File: config.mk
export PLATFORM = sky130hd
export DESIGN_NAME = rf_writeback_arbiter
export DESIGN_NICKNAME = d
export VERILOG_FILES = /design/src/rtl/rf_wb_pkg.sv /design/src/rtl/rf_wb_fifo.sv /design/src/rtl/rf_writeback_arbiter.sv
export SDC_FILE = /design/constraint.sdc
export NUM_CORES = 1
export LEC_CHECK = 0
export ABC_AREA = 0
export BUFFER_PORTS_ARGS = -buffer_cell sky130_fd_sc_hd__buf_4
export CAP_MARGIN = 5
export CELL_PAD_IN_SITES_DETAIL_PLACEMENT = 0
export CELL_PAD_IN_SITES_GLOBAL_PLACEMENT = 1
export CORE_ASPECT_RATIO = 0.7
export CORE_UTILIZATION = 34
export DETAILED_ROUTE_END_ITERATION = 10
export PLACE_DENSITY_LB_ADDON = 0.08
export SLEW_MARGIN = 10
export SYNTH_ARGS = -nofsm -noshare
export SYNTH_HDL_FRONTEND = slang
export SYNTH_SLANG_ARGS = --single-unit
File: constraint.sdc
create_clock -name clk -period 3.2 [get_ports clk]
set_clock_uncertainty 0.15 [all_clocks]
set_input_delay 0.48 -clock clk [delete_from_list [all_inputs] [get_ports clk]]
set_output_delay 0.48 -clock clk [all_outputs]
set_load 0.02 [all_outputs]
File: src/rtl/rf_wb_pkg.sv
// Shared types for the register-file writeback arbiter: source encoding,
// LU result entry layout and the register one-hot helper.
package rf_wb_pkg;

    localparam int XLEN       = 32;
    localparam int REG_ADDR_W = 5;

    typedef enum logic [1:0] {
        SRC_NONE = 2'd0,
        SRC_WB   = 2'd1,
        SRC_LU   = 2'd2
    } wr_src_t;

    typedef struct packed {
        logic                  live;
        logic [REG_ADDR_W-1:0] rd;
        logic [XLEN-1:0]       data;
    } lu_entry_t;

    function automatic logic [31:0] rd_onehot(input logic [REG_ADDR_W-1:0] rd);
        rd_onehot = 32'd1 << rd;
    endfunction

endpackage

File: src/rtl/rf_wb_fifo.sv
// Circular buffer of pending LU results with per-entry WAW kill and a
// registered mask of registers that still have a live queued write.
module rf_wb_fifo
    import rf_wb_pkg::*;
#(
    parameter int DEPTH = 2
) (
    input  logic                  clk,
    input  logic                  rst,
    input  logic                  push_i,
    input  lu_entry_t             push_entry_i,
    input  logic                  pop_i,
    input  logic                  kill_i,
    input  logic [REG_ADDR_W-1:0] kill_rd_i,
    output logic                  full_o,
    output logic                  empty_o,
    output lu_entry_t             head_o,
    output logic [31:0]           busy_mask_o
);

    localparam int PW = (DEPTH > 1) ? $clog2(DEPTH) : 1;

    lu_entry_t         mem_q [DEPTH];
    lu_entry_t         mem_d [DEPTH];
    logic [PW-1:0]     wr_ptr_q, wr_ptr_d;
    logic [PW-1:0]     rd_ptr_q, rd_ptr_d;
    logic [PW:0]       count_q, count_d;
    logic [31:0]       busy_q, busy_d;

    assign full_o      = (count_q == (PW+1)'(DEPTH));
    assign empty_o     = (count_q == '0);
    assign head_o      = mem_q[rd_ptr_q];
    assign busy_mask_o = busy_q;

    // Vacated slots are cleared to dead so the live bits alone define the mask.
    always_comb begin
        mem_d    = mem_q;
        wr_ptr_d = wr_ptr_q;
        rd_ptr_d = rd_ptr_q;
        count_d  = count_q;
        busy_d   = '0;

        for (int i = 0; i < DEPTH; i++) begin
            if (kill_i && (mem_q[i].rd == kill_rd_i)) mem_d[i].live = 1'b0;
        end

        if (pop_i) begin
            mem_d[rd_ptr_q].live = 1'b0;
            rd_ptr_d = rd_ptr_q + 1'b1;
        end

        if (push_i) begin
            mem_d[wr_ptr_q] = push_entry_i;
            if (kill_i && (push_entry_i.rd == kill_rd_i)) mem_d[wr_ptr_q].live = 1'b0;
            wr_ptr_d = wr_ptr_q + 1'b1;
        end

        count_d = count_q + (PW+1)'(push_i) - (PW+1)'(pop_i);

        for (int i = 0; i < DEPTH; i++) begin
            if (mem_d[i].live) busy_d = busy_d | rd_onehot(mem_d[i].rd);
        end
        busy_d[0] = 1'b0;
    end

    always_ff @(posedge clk) begin
        if (rst) begin
            wr_ptr_q <= '0;
            rd_ptr_q <= '0;
            count_q  <= '0;
            busy_q   <= '0;
            for (int i = 0; i < DEPTH; i++) mem_q[i] <= '0;
        end else begin
            wr_ptr_q <= wr_ptr_d;
            rd_ptr_q <= rd_ptr_d;
            count_q  <= count_d;
            busy_q   <= busy_d;
            for (int i = 0; i < DEPTH; i++) mem_q[i] <= mem_d[i];
        end
    end

endmodule

File: src/rtl/rf_writeback_arbiter.sv
// Shares the register file write port between the pipeline WB stage and a
// buffered long-latency unit, with a starvation limit that stalls WB.
module rf_writeback_arbiter #(
    parameter int XLEN         = rf_wb_pkg::XLEN,
    parameter int FIFO_DEPTH   = 2,
    parameter int STARVE_LIMIT = 4
) (
    input  logic                clk,
    input  logic                rst,
    input  logic                i_wb_valid,
    input  logic [4:0]          i_wb_rd,
    input  logic [XLEN-1:0]     i_wb_data,
    output logic                o_wb_stall,
    input  logic                i_lu_valid,
    input  logic [4:0]          i_lu_rd,
    input  logic [XLEN-1:0]     i_lu_data,
    output logic                o_lu_ready,
    output logic [4:0]          o_rf_dest_addr,
    output logic [XLEN-1:0]     o_rf_data,
    output logic [31:0]         o_busy_mask,
    output rf_wb_pkg::wr_src_t  o_wr_src
);

    import rf_wb_pkg::*;

    localparam int SW = $clog2(STARVE_LIMIT + 1);
    localparam logic [SW-1:0] STARVE_MAX = SW'(STARVE_LIMIT);

    logic [SW-1:0] starve_q, starve_d;
    logic          full, empty;
    lu_entry_t     head, push_entry;
    logic [31:0]   fifo_busy;
    logic          wb_req, head_live, force_lu;
    logic          push, pop, kill;

    rf_wb_fifo #(.DEPTH(FIFO_DEPTH)) u_fifo (
        .clk          (clk),
        .rst          (rst),
        .push_i       (push),
        .push_entry_i (push_entry),
        .pop_i        (pop),
        .kill_i       (kill),
        .kill_rd_i    (i_wb_rd),
        .full_o       (full),
        .empty_o      (empty),
        .head_o       (head),
        .busy_mask_o  (fifo_busy)
    );

    assign push_entry = '{live: 1'b1, rd: i_lu_rd, data: i_lu_data};
    assign o_busy_mask = rst ? '0 : fifo_busy;

    always_comb begin
        o_wr_src       = SRC_NONE;
        o_wb_stall     = 1'b0;
        o_rf_dest_addr = '0;
        o_rf_data      = '0;
        o_lu_ready     = 1'b0;
        push           = 1'b0;
        pop            = 1'b0;
        kill           = 1'b0;
        wb_req         = i_wb_valid && (i_wb_rd != '0);
        head_live      = !empty && head.live;
        force_lu       = (starve_q == STARVE_MAX) && head_live;

        if (!rst) begin
            o_lu_ready = !full;
            if (force_lu) begin
                o_wr_src   = SRC_LU;
                o_wb_stall = wb_req;
            end else if (wb_req) begin
                o_wr_src = SRC_WB;
            end else if (head_live) begin
                o_wr_src = SRC_LU;
            end

            case (o_wr_src)
                SRC_WB: begin
                    o_rf_dest_addr = i_wb_rd;
                    o_rf_data      = i_wb_data;
                end
                SRC_LU: begin
                    o_rf_dest_addr = head.rd;
                    o_rf_data      = head.data;
                end
                default: ;
            endcase

            // A dead head leaves without touching the port.
            kill = (o_wr_src == SRC_WB);
            pop  = (o_wr_src == SRC_LU) || (!empty && !head.live);
            push = i_lu_valid && o_lu_ready && (i_lu_rd != '0);
        end
    end

    always_comb begin
        starve_d = starve_q;
        if (empty || pop)                             starve_d = '0;
        else if (head_live && (starve_q < STARVE_MAX)) starve_d = starve_q + 1'b1;
    end

    always_ff @(posedge clk) begin
        if (rst) starve_q <= '0;
        else     starve_q <= starve_d;
    end

endmodule

==> summary.md <==
| Metric | Value |
|---|---|
| GP Congestion | `about 0.9` |
| Slew @ Worst Pin | `a little over 0.9 ns` |
| Total net switching power | `roughly 0.0014 W` |
| Overall Global Routing Usage | `between 20% and 30%` |
| Distinct cell type count after synthesis | `47` |
| Final ANT Viol Nets | `0` |
| H-tree Lvls | `4` |
| PnR Total Power | `0.00459 W` |
| Placed instance count | `~1.1k` |
| Max stage delay on crit path | `between 0.3 and 0.4 ns` |
| Synth Instances | `770` |
| Comb pwr share | `approximately a quarter` |
| Sequential power share | `between 30% and 40%` |
| Path type of the worst min-delay path | `primary input to flop` |
| Initial antenna violation count | `0` |
| EDFF count, synth | `0` |
| Synth warn | `0` |
| Top post-synthesis cells by area | `dfxtp_1 (39%), nand2_1 (10%), a21oi_1 (9.8%)` |
| Crit path DAT | `2.63 ns` |
| Layout cells sized above 1 | `about a third` |
| Vias in the first global route | `just under 6k` |
| Pin count of the biggest net entering global routing | `58` |
| Clk_lat worst skew | `0.42 ns` |
| Synthesized area | `roughly 5800 µm²` |
| Crit Path Max Fanout | `8` |
| Post-synth ARST share | `0%` |
| Synth Net Count | `between 800 and 900` |
| Port bufs | `149` |
| Final setup margin | `-0.0574 ns` |
| First-pass GRT wire length | `~31 mm` |
| RSZ-0062 raised after global routing | `yes` |
| Hold Crit Depth | `3` |
| Worst-case reg-to-reg path depth | `15` |
| Clk sinks | `114` |
| CP Cell Sequence | `mux2i_2 -> nor2_2 -> and3_4 -> or2_4 -> nand2_4 -> inv_2 -> ha_4 -> or2_4 -> buf_12 -> buf_12 -> nor2_4 -> buf_6` |
| Clock transition at path regs | `0.06 ns` |
| Critical-path cell with the highest stage delay | `dfxtp_2` |
| CTS tree | `yes` |
| PD cells | `around 540 nW/µm²` |
| N_diodes | `0` |
| Peak supply drop | `roughly 0.00036 V` |
| Core Area | `16,500 µm²` |
| Slew Viols, Final | `0` |
| Status | `finished, violations left` |
| WS Path Type | `flop to output pin` |
| Seq/Total Area, Yosys | `approximately 40%` |
| LEAKAGE | `3.18 nW` |
| Commonest non-fill, non-tap cell in the layout | `buf_4` |
| DR iter-0 viols | `between 400 and 500` |
| Area Growth Syn to Fin | `47.3%` |
| DR pass1 iterations | `7` |
| Via count | `6,042` |
| Residual DRC | `0` |
| Synth Register Bits | `114` |
| Slew HR | `between 30% and 40%` |
| Routed length per placed instance | `between 15 and 20 µm` |
| Global route overflow | `0` |
| Final WL | `19.8 mm` |
| Max Clock Freq | `307 MHz` |
| Most frequent cells in the layout | `buf_4 (161), nand2_1 (155), dfxtp_1 (113)` |
| NumNets Final | `1,016` |
| Worst path required time | `about 2.6 ns` |
| CTS root buf | `clkbuf_16` |
| # IOs | `roughly 150` |
| DP Wirelength | `about 14 mm` |
| Internal | `~0.0032 W` |
| Synthesized area per cell | `7.55 µm²` |
| Yosys top cell area share | `around 39%` |
| CP Capture Type | `output pin` |
| Sw frac | `a little under a third` |
| CP Launch Type | `flop` |
| Failing checks | `negative setup slack` |
| Starting density of the core | `between 30% and 40%` |
| Fillers | `1,613` |
| Max_cap viols | `0` |
| Die area | `17,600 µm²` |
| Post-CTS Hold Buffers | `0` |
| Setup violators final | `15` |
| CTS Buffer Depth | `2` |
| Final Cycle Share | `102%` |
| Final Util | `just over 50%` |
| Clock network power share | `42.7%` |
| Non-filler cells, final | `1,170` |
| Drt via density | `5.16` |
| Chip Width | `158 µm` |
| Final min period | `about 3.3 ns` |
| Num CTS Buffers | `17` |
| Row Count | `39` |
| Most used DFF post-synth | `dfxtp_1` |
| Synth area leader | `dfxtp_1` |
| Die Y | `roughly 110 µm` |
| Hold Vio Cnt, Final | `0` |
## Yosys cell counts (6+ instances only)
cell type	number
o32ai_1	9
inv_1	14
ha_1	6
mux2i_1	40
dfxtp_1	114
xor2_1	10
a21oi_1	114
a31oi_1	6
nor3_1	10
o21ai_0	7
nor2_1	93
clkbuf_1	33
nand2_1	157
nor2b_1	38
buf_1	6
nor4_1	8
o22ai_1	23
xnor2_1	9
buf_2	20
## through the flow
step                setup slack, ns  area [µm²]  hold slack (ns)  setup TNS, ns
floorplan                   0.00608        6070            0.286              0
global placement             -0.279        7540            0.290          -2.22
detailed placement           -0.256        7540            0.297          -3.38
CTS                         -0.0860        8490            0.142          -1.62
global route                 -0.145        8560            0.147          -3.15
finish                      -0.0574        8560            0.158         -0.514
## final timing paths
check        slack (ns)                     to             start
max               -0.06          o_rf_data[31]   u_fifo.rd_ptr_q
min                0.16       u_fifo.mem_q[20]     i_lu_data[20]
max reg2reg        0.25  u_fifo.busy_mask_o[5]   u_fifo.rd_ptr_q
min reg2reg        0.30       u_fifo.mem_q[20]  u_fifo.mem_q[20]
## power groups by stage
stage          registers, W  logic [W]  clock network, W
4_1_cts             0.00155    0.00106           0.00200
5_1_grt             0.00156    0.00117           0.00207
6_report            0.00155    0.00108           0.00196
3_5_place_dp        0.00158   0.000999                 0
3_3_place_gp        0.00157   0.000976                 0
2_1_floorplan       0.00156   0.000644                 0
## registers in the layout (all words and copies together) (netlist names)
name	cells
starve_q	3
u_fifo.rd_ptr_q	1
u_fifo.wr_ptr_q	1
u_fifo.count_q	2
u_fifo.mem_q	76
u_fifo.busy_mask_o	31
## critical path, delay by kind of cell, from the launching register on
kind | cells | cell delay, ns
buf+inv | 4 | 0.46
flops | 1 | 0.34
mux | 1 | 0.25
fa+ha+maj | 1 | 0.20
simple gates | 6 | 0.96
## cell type report
type                            count  area, µm²  area share, %
Timing Repair Buffer              203       1760           20.5
Clock inverter                     14        178           2.07
Clock buffer                       18        429           5.01
Tap cell                          225        282           3.29
Multi-Input combinational cell    582       3580           41.8
Inverter                           14       57.6          0.672
Sequential cell                   114       2280           26.7
## timing repair
item / 4_1_cts / 5_1_grt
cloned: 1 / 2
setup endpoints to repair: 37 / 38
pin swaps: 29 / 3
gates resized for setup: 64 / 13
endpoints found under the hold margin: 0 / 0
buffers inserted: 7 / 2
## layer usage
| metal | up-vias | track usage, % | routed length (µm) |
|---|---|---|---|
| met1 | 2878 | 34.0 | 9920 |
| met5 | - | 0 | 0 |
| met2 | 207 | 31.7 | 8190 |
| met4 | 0 | 6.28 | 202 |
| li1 | 2941 | - | - |
| met3 | 16 | 5.84 | 1470 |
## logic make-up after synthesis
group,Yosys count,share of synthesized area (%)
xor gates and xnor gates,19,2.86
and+or+nand+nor,338,26.1
muxes,40,6.89
buffers and inverters,74,5.27
other,1,0.0645
adders and majority gates,6,1.29
DFF,114,39.3
AOI/OAI and AO/OA,178,18.3
Power figures use the tool's default switching activity.
